==> src/rtl/mult_2_bit_arbiter.sv <==
// Round-robin arbiter that shares one external 2x2-bit multiplier among N_REQ
// requesters and returns each product with its owner's ID on a response channel.
module mult_2_bit_arbiter #(
  parameter int N_REQ = 4,
  parameter int ID_W  = $clog2(N_REQ)
) (
  input  logic                 clk,
  input  logic                 rst_n,
  input  logic [N_REQ-1:0]     req,
  input  logic [2*N_REQ-1:0]   a_in,
  input  logic [2*N_REQ-1:0]   b_in,
  output logic [N_REQ-1:0]     gnt,
  output logic [1:0]           mul_a,
  output logic [1:0]           mul_b,
  input  logic [3:0]           mul_p,
  output logic                 rsp_valid,
  input  logic                 rsp_ready,
  output logic [ID_W-1:0]      rsp_id,
  output logic [3:0]           rsp_p,
  output logic                 busy,
  output logic [1:0]           dbg_state_o
);

  typedef enum logic [1:0] {
    IDLE  = 2'd0,
    ISSUE = 2'd1,
    RESP  = 2'd2
  } state_t;

  state_t             state_q, state_d;
  logic [ID_W-1:0]    last_id_q, last_id_d;
  logic [N_REQ-1:0]   gnt_q, gnt_d;
  logic [1:0]         mul_a_q, mul_a_d;
  logic [1:0]         mul_b_q, mul_b_d;
  logic               rsp_valid_q, rsp_valid_d;
  logic [ID_W-1:0]    rsp_id_q, rsp_id_d;
  logic [3:0]         rsp_p_q, rsp_p_d;
  logic               busy_q, busy_d;

  logic               sel_found;
  logic [ID_W-1:0]    sel_id;
  logic [ID_W-1:0]    cand;

  // Response channel: a response transfers on a rising edge where rsp_valid and
  // rsp_ready are both high; once raised, rsp_valid and its payload stay frozen
  // until that edge, and rsp_ready may be driven freely by the consumer.
  logic rsp_fire;
  assign rsp_fire = rsp_valid_q && rsp_ready;

  // Walk candidates from last_id+N_REQ down to last_id+1 so the nearest set bit
  // above the previous winner is the one left standing.
  always_comb begin
    sel_found = 1'b0;
    sel_id    = '0;
    cand      = '0;
    for (int k = N_REQ; k >= 1; k--) begin
      cand = ID_W'((int'(last_id_q) + k) % N_REQ);
      if (req[cand]) begin
        sel_found = 1'b1;
        sel_id    = cand;
      end
    end
  end

  always_ff @(posedge clk) begin
    if (!rst_n) begin
      state_q <= IDLE;
    end else begin
      state_q <= state_d;
    end
  end

  always_comb begin
    state_d = state_q;
    unique case (state_q)
      IDLE:    if (sel_found) state_d = ISSUE;
      ISSUE:   state_d = RESP;
      RESP:    if (rsp_fire) state_d = IDLE;
      default: state_d = IDLE;
    endcase
  end

  always_comb begin
    last_id_d   = last_id_q;
    gnt_d       = '0;
    mul_a_d     = mul_a_q;
    mul_b_d     = mul_b_q;
    rsp_valid_d = rsp_valid_q;
    rsp_id_d    = rsp_id_q;
    rsp_p_d     = rsp_p_q;
    busy_d      = (state_d != IDLE);
    unique case (state_q)
      IDLE: begin
        if (sel_found) begin
          gnt_d     = N_REQ'(1) << sel_id;
          mul_a_d   = a_in[{sel_id, 1'b0} +: 2];
          mul_b_d   = b_in[{sel_id, 1'b0} +: 2];
          rsp_id_d  = sel_id;
          last_id_d = sel_id;
        end
      end
      ISSUE: begin
        rsp_p_d     = mul_p;
        rsp_valid_d = 1'b1;
      end
      RESP: begin
        if (rsp_fire) rsp_valid_d = 1'b0;
      end
      default: begin
        rsp_valid_d = 1'b0;
      end
    endcase
  end

  always_ff @(posedge clk) begin
    if (!rst_n) begin
      last_id_q   <= ID_W'(N_REQ - 1);
      gnt_q       <= '0;
      mul_a_q     <= '0;
      mul_b_q     <= '0;
      rsp_valid_q <= 1'b0;
      rsp_id_q    <= '0;
      rsp_p_q     <= '0;
      busy_q      <= 1'b0;
    end else begin
      last_id_q   <= last_id_d;
      gnt_q       <= gnt_d;
      mul_a_q     <= mul_a_d;
      mul_b_q     <= mul_b_d;
      rsp_valid_q <= rsp_valid_d;
      rsp_id_q    <= rsp_id_d;
      rsp_p_q     <= rsp_p_d;
      busy_q      <= busy_d;
    end
  end

  assign gnt         = gnt_q;
  assign mul_a       = mul_a_q;
  assign mul_b       = mul_b_q;
  assign rsp_valid   = rsp_valid_q;
  assign rsp_id      = rsp_id_q;
  assign rsp_p       = rsp_p_q;
  assign busy        = busy_q;
  assign dbg_state_o = state_q;

endmodule

==> config.mk <==
export PLATFORM = sky130hd
export DESIGN_NAME = mult_2_bit_arbiter
export DESIGN_NICKNAME = d
export VERILOG_FILES = /design/src/rtl/mult_2_bit_arbiter.sv
export SDC_FILE = /design/constraint.sdc
export NUM_CORES = 1
export LEC_CHECK = 0
export CORE_UTILIZATION = 35
export CTS_CLUSTER_SIZE = 25
export DETAILED_ROUTE_END_ITERATION = 8
export GPL_TIMING_DRIVEN = 0
export PLACE_DENSITY = 0.7
export SKIP_LAST_GASP = 1
export SLEW_MARGIN = 20
export SYNTH_ARGS = -nofsm -noshare
export SYNTH_HDL_FRONTEND = slang
export SYNTH_SLANG_ARGS = --single-unit
==> constraint.sdc <==
create_clock -name clk -period 3.7 [get_ports clk]
set_clock_uncertainty 0.05 [all_clocks]
set_input_delay 0.555 -clock clk [delete_from_list [all_inputs] [get_ports clk]]
set_output_delay 0.555 -clock clk [all_outputs]
set_load 0.02 [all_outputs]
==> results.toml, run 1 <==
[outcome]
status = "complete, no violations"

[clock_network]
htreeDepth = 1
cts_tree = "yes"
root_buffer = "clkbuf_4"
post_cts_resized = 0
cts_hold_buf = 0
cts_setup_buffers = 0
cts_made_buffers = 3
clk_pin_slew_ns = 0.12
clk_latency_ns = 0.31
cts_buffer_depth = 2
clock_sinks = 20

[synthesis]
synth_compound_area_frac = 0.158
ys_seq_area_frac = 0.417
avgSynthCellArea_sq_um = 10.0
synth-edff-count = 0
ys_ff_latch = 20
yosys.area_share.simple = 0.240
synthArstFlopShare = 0
synth_fa_ha_area_frac = 0
ys_warn_count = 0
synth_top_family_by_area = "simple AND/OR/NAND/NOR gates"
synth-xor-area-share = 0
synth_mux_area_frac = 0.145
yosys.cell_types.count = 31
syn_nets = 123
syn_inst = 96
syn-cell-area_sq_um = 960
ys.flop_type = "dfxtp_1"

[sta]
fmax_ghz = 0.474
min_period_over_period = 0.570
holdWs_ns = 0.428
hold_viol = 0
rsz0062_at_grt = "no"
setup_tns_ns = 0
setup_violations = 0
slew_violations = 0
min_period_ns = 2.11
slew_headroom = 0.666
tightestPinTransition_ns = 0.496

[cells_and_area]
nFillCells = 249
synthToLayoutAreaGrowth_pct = 55.3
diodes = 0
drive_gt1_frac = 0.139
final_nets = 172
multiInputGateArea_sq_um = 520
seq_area_sq_um = 400

[die]
core_area_sq_um = 2540
std_cell_rows = 18
die_y_um = 54.4
ios = 45
initial_core_util = 0.377
dieArea_sq_um = 2960
die_width_um = 54.4

[detailed_routing]
avgViaCountPerCell = 5.06
routed_wl_mm = 2.35
drc_errors = 0
wl_per_cell_um = 13.5
vias = 880
antenna_left = 0
drt_first_iter_violations = 18
first_pass_iters = 4

[worst_setup_path]
cp_cell_sequence = "clkdlybuf4s50_1"
timing.critical_path.buf_inv = 1
rr_worst_depth = 6
critPathSlowestCell = "clkdlybuf4s50_1"
slowest_delay_ns = 0.67
path_class = "flop to primary output"
cp.arrival_ns = 1.51
cp-start-kind = "flop"
cp_top_family = "buffers and inverters"
end_kind = "primary output"
cp_max_fo = 8
cp.depth = 1
cp.required_ns = 3.09

[pwr]
peakVddDrop_mv = 0.351
power_density_nw_per_um2 = 454
p_leak_nw = 0.568

[grt]
use_met1 = 0.204
busiest_layer = "met2"
met3_usage = 0.0361
grt_usage = 0.177
use_met2 = 0.313
grt_first_pass_wirelength_mm = 3.62
antenna_found_initial = 0
grt_max_degree = 13
globalRouteOverflowTotal = 0
grt_pass1_vias = 838

[place]
portBuffers = 44
dp_hpwl_mm = 1.84
place_congestion = 0.747

[hold_path]
whs_path_depth = 2
holdCritPathClass = "flop to flop"

[run]
max_cap_viol_count = 0
routing by layer:
metal  wire [um]  vias up  part of all wire
li1            -      438                 -
met1         993      411              0.42
met2        1210       26              0.51
met3         111        5             0.047
met4          38        0             0.016
met5           0        -                 0
through the flow:
step	util	setup slack, ns	power, mW	instances	area, sq um
floorplan	-	2.05	0.400	96	960
global placement	0.565	1.41	0.497	170	1440
detailed placement	0.565	1.36	0.501	170	1440
CTS	0.586	1.60	0.681	174	1490
global route	0.586	1.55	0.708	174	1490
finish	0.586	1.59	0.677	174	1490
cell type report:
cell class                      count  area share
Multi-Input combinational cell     70       0.349
Timing Repair Buffer               44       0.296
Sequential cell                    20       0.269
Tap cell                           30      0.0252
Buffer                              5      0.0235
Clock inverter                      1      0.0202
Clock buffer                        3      0.0151
Inverter                            1     0.00252
power by group:
part	internal, mW	switching, mW
Combinational	0.122	0.109
Clock	0.110	0.0710
Sequential	0.244	0.0211
flip-flops by register name (all words and copies together), names as in the netlist:
name / cells
mul_b: 2
rsp_id: 2
mul_a: 2
rsp_valid: 1
rsp_p: 4
busy: 1
gnt: 4
last_id_q: 2
dbg_state_o: 2
path summary, 6_finish.rpt:
check                       from        endpoint  slack [ns]
setup reg to reg    last_id_q[1]        mul_b[1]        2.11
setup / recovery  dbg_state_o[0]  dbg_state_o[0]        1.59
hold / removal         rsp_id[1]       rsp_id[1]        0.43
hold reg to reg        rsp_id[1]       rsp_id[1]        0.43
cell usage after synthesis (all sizes together), types with 2 or more instances:
cell type / instances / area share
mux2: 4 / 0.051
nand3: 13 / 0.068
nand2: 5 / 0.020
clkbuf: 2 / 0.0078
dfxtp: 20 / 0.42
nand2b: 3 / 0.020
o211ai: 4 / 0.052
mux2i: 9 / 0.094
buf: 3 / 0.029
nor2b: 7 / 0.046
a21boi: 2 / 0.016
o21ai: 4 / 0.025
nor2: 6 / 0.023
kinds of logic (layout without fill, tap and decap cells):
family                 count (synthesis)  in the layout
AND/OR/NAND/NOR                       40             40
flip-flops                            20             20
AO/OA/AOI/OAI                         17             17
multiplexers                          13             13
buffers and inverters                  6             54
cell usage in the layout (no fill, tap or decap), drive strengths merged, types with 2 or more instances in the layout:
cell,netlist,layout
nand2,5,5
clkbuf,2,5
o211ai,4,4
buf,3,3
nor2,6,6
mux2i,9,9
mux2,4,4
nand3,13,13
nand2b,3,3
nor2b,7,7
a21boi,2,2
dfxtp,20,20
o21ai,4,4
clkdlybuf4s50,0,44
Power figures use the tool's default switching activity.
==> run 2, diff against run 1 <==
--- a/config.mk
+++ b/config.mk
@@ -9,7 +9,7 @@
 export CTS_CLUSTER_SIZE = 25
 export DETAILED_ROUTE_END_ITERATION = 8
 export GPL_TIMING_DRIVEN = 0
-export PLACE_DENSITY = 0.7
+export PLACE_DENSITY = 0.73
 export SKIP_LAST_GASP = 1
 export SLEW_MARGIN = 20
 export SYNTH_ARGS = -nofsm -noshare
==> constraint.sdc (replaced) <==
create_clock -name clk -period 1.8 [get_ports clk]
set_clock_uncertainty 0.05 [all_clocks]
set_input_delay 0.27 -clock clk [delete_from_list [all_inputs] [get_ports clk]]
set_output_delay 0.27 -clock clk [all_outputs]
set_load 0.02 [all_outputs]
==> run 2 against run 1 <==
Clock power up 40%. Global-route usage shrank 0.11 points. Sequential share of layout area barely moved. Non-clock buffer count grew 2. Wire length fell by 2.1%. Final cell count is 1.1% higher. Sequential power increased by 110%. Register-to-register slack worse by 1.9 ns. Clock-buffer cell count is 1 higher. Via count rose by 2.3%. Core utilization increased by 0.098 points. Setup slack got worse by 1.5 ns. Critical path type is now input pin to flop. Critical endpoint is now mul_b[1]. Largest cell class unchanged. Highest routed layer unchanged.
==> results.toml, run 2 (synthesis gave the netlist of run 1 again) <==
[clock_network]
cts_made_buffers = 3
root_buffer = "clkbuf_4"
clk_pin_slew_ns = 0.11
cts_tree = "yes"
htreeDepth = 1
clk_latency_ns = 0.30
clock_sinks = 20
cts_buffer_depth = 2

[worst_setup_path]
slowest_delay_ns = 0.51
rr_endpoint = "mul_a[1]"
r2r_setup_slack_ns = 0.24
critPathSlowestCell = "nor4_2"
cp_max_fo = 10
cp-start-kind = "input pin"
cp.required_ns = 1.94
rr_startpoint = "last_id_q[1]"
cp.arrival_ns = 1.83
timing.critical_path.buf_inv = 2
rr_worst_depth = 6
cp_top_family = "simple AND/OR/NAND/NOR gates"
startpoint = "req[1]"
endpoint = "mul_b[1]"
cp_cell_sequence = "clkdlybuf4s50_1 -> nor4_2 -> nor4b_4 -> buf_6 -> nand3_1 -> mux2_2 -> o211ai_2"
cp.depth = 7
end_kind = "flop"
path_class = "input pin to flop"

[detailed_routing]
dr.max_layer_used = "met4"
wl_per_cell_um = 13.1
met1Wirelength_um = 962
wl_met2_mm = 1.16
routed_wl_mm = 2.30
first_pass_iters = 4
drt_first_iter_violations = 11
drc_errors = 0
antenna_left = 0
vias = 900
wl_met3_um = 150
avgViaCountPerCell = 5.11

[die]
std_cell_rows = 18
ios = 45
die_y_um = 54.4
die_width_um = 54.4
core_area_sq_um = 2540
dieArea_sq_um = 2960
initial_core_util = 0.377

[cells_and_area]
synthToLayoutAreaGrowth_pct = 55.5
diodes = 0
drive_gt1_frac = 0.158
final_cell_area_sq_um = 1490
final_nets = 174
mostFrequentLayoutCell = "clkdlybuf4s50_1"
layout_common_cells = "clkdlybuf4s50_1 (43), dfxtp_1 (19), nand3_1 (13)"
final_core_util = 0.587

[grt]
grt_first_pass_wirelength_mm = 3.71
antenna_found_initial = 0
grt_max_degree = 12
grt_usage = 0.176
globalRouteOverflowTotal = 0
grt_pass1_vias = 843

[sta]
rsz0062_at_grt = "no"
min_period_over_period = 0.938
tightestPinTransition_ns = 0.480
slew_violations = 0
fmax_ghz = 0.593
slew_headroom = 0.677
hold_viol = 0
min_period_ns = 1.69
setup_violations = 0

[place]
place_congestion = 0.724
dp_hpwl_mm = 1.81
placed_area_sq_um = 1440
portBuffers = 44

[pwr]
p_seq_frac = 0.426
switching_share = 0.310
p_leak_nw = 0.587
comb_power_share = 0.376
power_density_nw_per_um2 = 860
peakVddDrop_mv = 0.651
p_sw_mw = 0.398
p_int_mw = 0.886
clock_power_share = 0.198

[hold_path]
holdCritPathClass = "flop to flop"
whs_path_depth = 2

[run]
max_cap_viol_count = 0

[outcome]
status = "complete, no violations"
[run 2: cell count changes in the layout (fill, tap and decap cells not counted)]
| cell | change |
|---|---|
| buf_4 | +2 |
| bufinv_16 | -1 |
| clkbuf_8 | +1 |
| clkdlybuf4s50_1 | -1 |
| dfxtp_1 | -1 |
| dfxtp_2 | +1 |
| dlymetal6s2s_1 | +1 |
[run 2: worst min path at each step]
stage / start / slack, ns / end
floorplan: rst_n / 0.35 / dbg_state_o[1]
global placement: rsp_id[1] / 0.40 / rsp_id[1]
detailed placement: rsp_id[1] / 0.41 / rsp_id[1]
CTS: rsp_id[1] / 0.43 / rsp_id[1]
global route: rsp_id[1] / 0.46 / rsp_id[1]
finish: rsp_id[1] / 0.42 / rsp_id[1]
[run 2: layout make-up]
type                    instances  area [sq um]
fillers                       216          1050
clock buffers                   4          36.3
well taps                      30          37.5
repair buffers                 46           458
inverters                       1          3.75
multi-input cells              70           520
flip-flops and latches         20           402
plain buffers                   5          35.0
[run 2: worst min-delay path: stages, from the launching register on]
cell	delay [ns]
dfxtp_1	0.33
nand2_1	0.05
a21boi_1	0.05
[run 2: repair_timing]
action,CTS,global route
pin swaps,0,1
hold buffers,0,0
cloned,0,0
setup endpoints to repair,1,5
buffers inserted,0,2
gates resized for setup,1,1
[run 2: power by group through the flow]
stage                     sequential, mW  combinational (mW)  clock, mW
after floorplan                    0.615               0.207          0
after global placement             0.553               0.467          0
after detailed placement           0.557               0.476          0
after CTS                          0.547               0.479      0.262
after global routing               0.555               0.524      0.278
final                              0.547               0.483      0.254
[run 2: stage by stage]
stage | hold WS, ns | worst slack [ns] | setup TNS [ns] | instances | power, mW
floorplan | 0.352 | 0.363 | 0 | 96 | 0.823
global placement | 0.405 | -0.228 | -1.56 | 170 | 1.02
detailed placement | 0.411 | -0.275 | -1.96 | 170 | 1.03
CTS | 0.426 | 0.00725 | 0 | 174 | 1.29
global route | 0.460 | 0.000282 | 0 | 176 | 1.36
finish | 0.419 | 0.112 | 0 | 176 | 1.28
[run 2: metal layers]
metal / GRT usage / up-vias
li1: - / 446
met5: 0 / -
met4: 0.0385 / 0
met2: 0.317 / 27
met3: 0.0528 / 2
met1: 0.203 / 425
==> run 3, diff against run 2 <==
--- a/config.mk
+++ b/config.mk
@@ -9,7 +9,7 @@
 export CTS_CLUSTER_SIZE = 25
 export DETAILED_ROUTE_END_ITERATION = 8
 export GPL_TIMING_DRIVEN = 0
-export PLACE_DENSITY = 0.73
+export PLACE_DENSITY = 0.76
 export SKIP_LAST_GASP = 1
 export SLEW_MARGIN = 20
 export SYNTH_ARGS = -nofsm -noshare
==> run 3 against run 2 <==
Fmax decreased by 4.7%. Setup slack got worse by 0.082 ns. Largest power group unchanged. Highest routed layer unchanged. First-iteration DRC count decreased by 55%. Register-to-register slack got worse by 0.03 ns. Hold slack got worse by 0.0083 ns. Clock power increased by 48%. Sequential power about the same. Cell area increased by 1.4%. Wire length increased by 7.2%.
==> results.toml, run 3 (synthesis gave the netlist of run 1 again) <==
[outcome]
status = "complete, no violations"

[grt]
grt_first_pass_wirelength_mm = 3.54
globalRouteOverflowTotal = 0
grt_pass1_vias = 805
antenna_found_initial = 0
grt_max_degree = 13
grt_usage = 0.172

[cells_and_area]
nFillCells = 216
layout_common_cells = "clkdlybuf4s50_1 (43), dfxtp_1 (19), nand3_1 (13)"
layoutNonFillerInstCount = 176
drive_gt1_frac = 0.158
final_cell_area_sq_um = 1510
mostFrequentLayoutCell = "clkdlybuf4s50_1"
final_nets = 174
synthToLayoutAreaGrowth_pct = 57.8
diodes = 0

[worst_setup_path]
rr_worst_depth = 6
cp_max_fo = 10
cp.arrival_ns = 1.91
cp-start-kind = "input pin"
timing.critical_path.buf_inv = 2
cp_top_family = "buffers and inverters"
rr_startpoint = "last_id_q[1]"
critPathSlowestCell = "clkdlybuf4s50_1"
cp_cell_sequence = "clkdlybuf4s50_1 -> nand2b_1 -> a21boi_1 -> o21ai_2 -> buf_6 -> mux2i_1 -> o211ai_2"
path_class = "input pin to flop"
r2r_setup_slack_ns = 0.21
rr_endpoint = "mul_b[1]"
slowest_delay_ns = 0.61
end_kind = "flop"
cp.required_ns = 1.94

[detailed_routing]
antenna_left = 0
drt_first_iter_violations = 5
vias = 892
wl_per_cell_um = 14.0
drc_errors = 0
routed_wl_mm = 2.46
avgViaCountPerCell = 5.07
first_pass_iters = 4

[pwr]
switching_share = 0.300
total_power_mw = 1.41
clock_power_share = 0.267
p_leak_nw = 0.583
peakVddDrop_mv = 0.601
p_seq_frac = 0.388
comb_power_share = 0.345
p_int_mw = 0.986
power_density_nw_per_um2 = 931
p_sw_mw = 0.423

[sta]
min_period_over_period = 0.983
min_period_ns = 1.77
hold_viol = 0
slew_headroom = 0.738
slew_violations = 0
setup_tns_ns = 0
setup_violations = 0
fmax_ghz = 0.565
tightestPinTransition_ns = 0.394

[clock_network]
cts_made_buffers = 3
htreeDepth = 1
clk_latency_ns = 0.31
cts_buffer_depth = 2
clk_pin_slew_ns = 0.11
cts_hold_buf = 0
root_buffer = "clkbuf_4"
cts_tree = "yes"
clock_sinks = 20

[place]
place_congestion = 0.711
dp_hpwl_mm = 1.80
place_inst = 170
portBuffers = 44
placed_area_sq_um = 1440

[run]
max_cap_viol_count = 0

[die]
initial_core_util = 0.377
die_width_um = 54.4
core_area_sq_um = 2540
ios = 45
die_y_um = 54.4
std_cell_rows = 18
dieArea_sq_um = 2960

[hold_path]
whs_path_depth = 2
hold_end = "rsp_id[1]"
holdCritPathClass = "flop to flop"
holdCritStartpoint = "rsp_id[1]"
## run 3: worst max path at each step
stage | start | end | slack, ns | cells past startpoint
6_report | req[3] | mul_b[1] | 0.03 | 7
2_1_floorplan | dbg_state_o[1] | mul_a[1] | 0.36 | 5
3_3_place_gp | req[3] | mul_b[0] | -0.21 | 7
4_1_cts | dbg_state_o[1] | dbg_state_o[1] | 0.002 | 1
3_5_place_dp | req[3] | mul_a[0] | -0.22 | 7
5_1_grt | req[3] | mul_b[1] | -0.009 | 7
## run 3: power by group through the flow
stage          registers, mW  clock network, mW  logic [mW]
2_1_floorplan          0.615                  0       0.207
3_3_place_gp           0.553                  0       0.466
3_5_place_dp           0.556                  0       0.472
4_1_cts                0.546              0.379       0.475
5_1_grt                0.557              0.403       0.521
6_report               0.547              0.376       0.486
## run 3: area by class of cell
cell class | count | area [sq um] | area share
repair buffers | 46 | 454 | 0.300
multi-input cells | 70 | 529 | 0.350
flip-flops and latches | 20 | 402 | 0.265
clock buffers | 3 | 22.5 | 0.0149
plain buffers | 5 | 35.0 | 0.0231
well taps | 30 | 37.5 | 0.0248
inverters | 1 | 3.75 | 0.00248
clock inverters | 1 | 30.0 | 0.0198
## run 3: per-stage QoR
| step | hold slack, ns | util | setup WS [ns] |
|---|---|---|---|
| 2_1_floorplan | 0.352 | - | 0.363 |
| 3_3_place_gp | 0.394 | 0.565 | -0.209 |
| 3_5_place_dp | 0.400 | 0.565 | -0.224 |
| 4_1_cts | 0.416 | 0.585 | 0.00239 |
| 5_1_grt | 0.444 | 0.595 | -0.00887 |
| 6_report | 0.411 | 0.595 | 0.0299 |
## run 3: what timing repair did
action	CTS	global route
resized for setup	1	2
pin swaps	0	1
setup buffers	0	2
setup endpoints to repair	1	3
endpoints found under the hold margin	0	0
## run 3: layer usage
| layer | routed length, um | GRT usage | vias up |
|---|---|---|---|
| li1 | - | - | 445 |
| met1 | 1090 | 0.194 | 413 |
| met2 | 1170 | 0.307 | 32 |
| met3 | 182 | 0.0361 | 2 |
| met4 | 20 | 0.0769 | 0 |
| met5 | 0 | 0 | - |
## run 3: worst min-delay path, delay by kind of cell, from the launching register on
kind,cells,cell delay (ns)
AOI/OAI and AO/OA,1,0.05
and+or+nand+nor,1,0.05
DFF,1,0.32
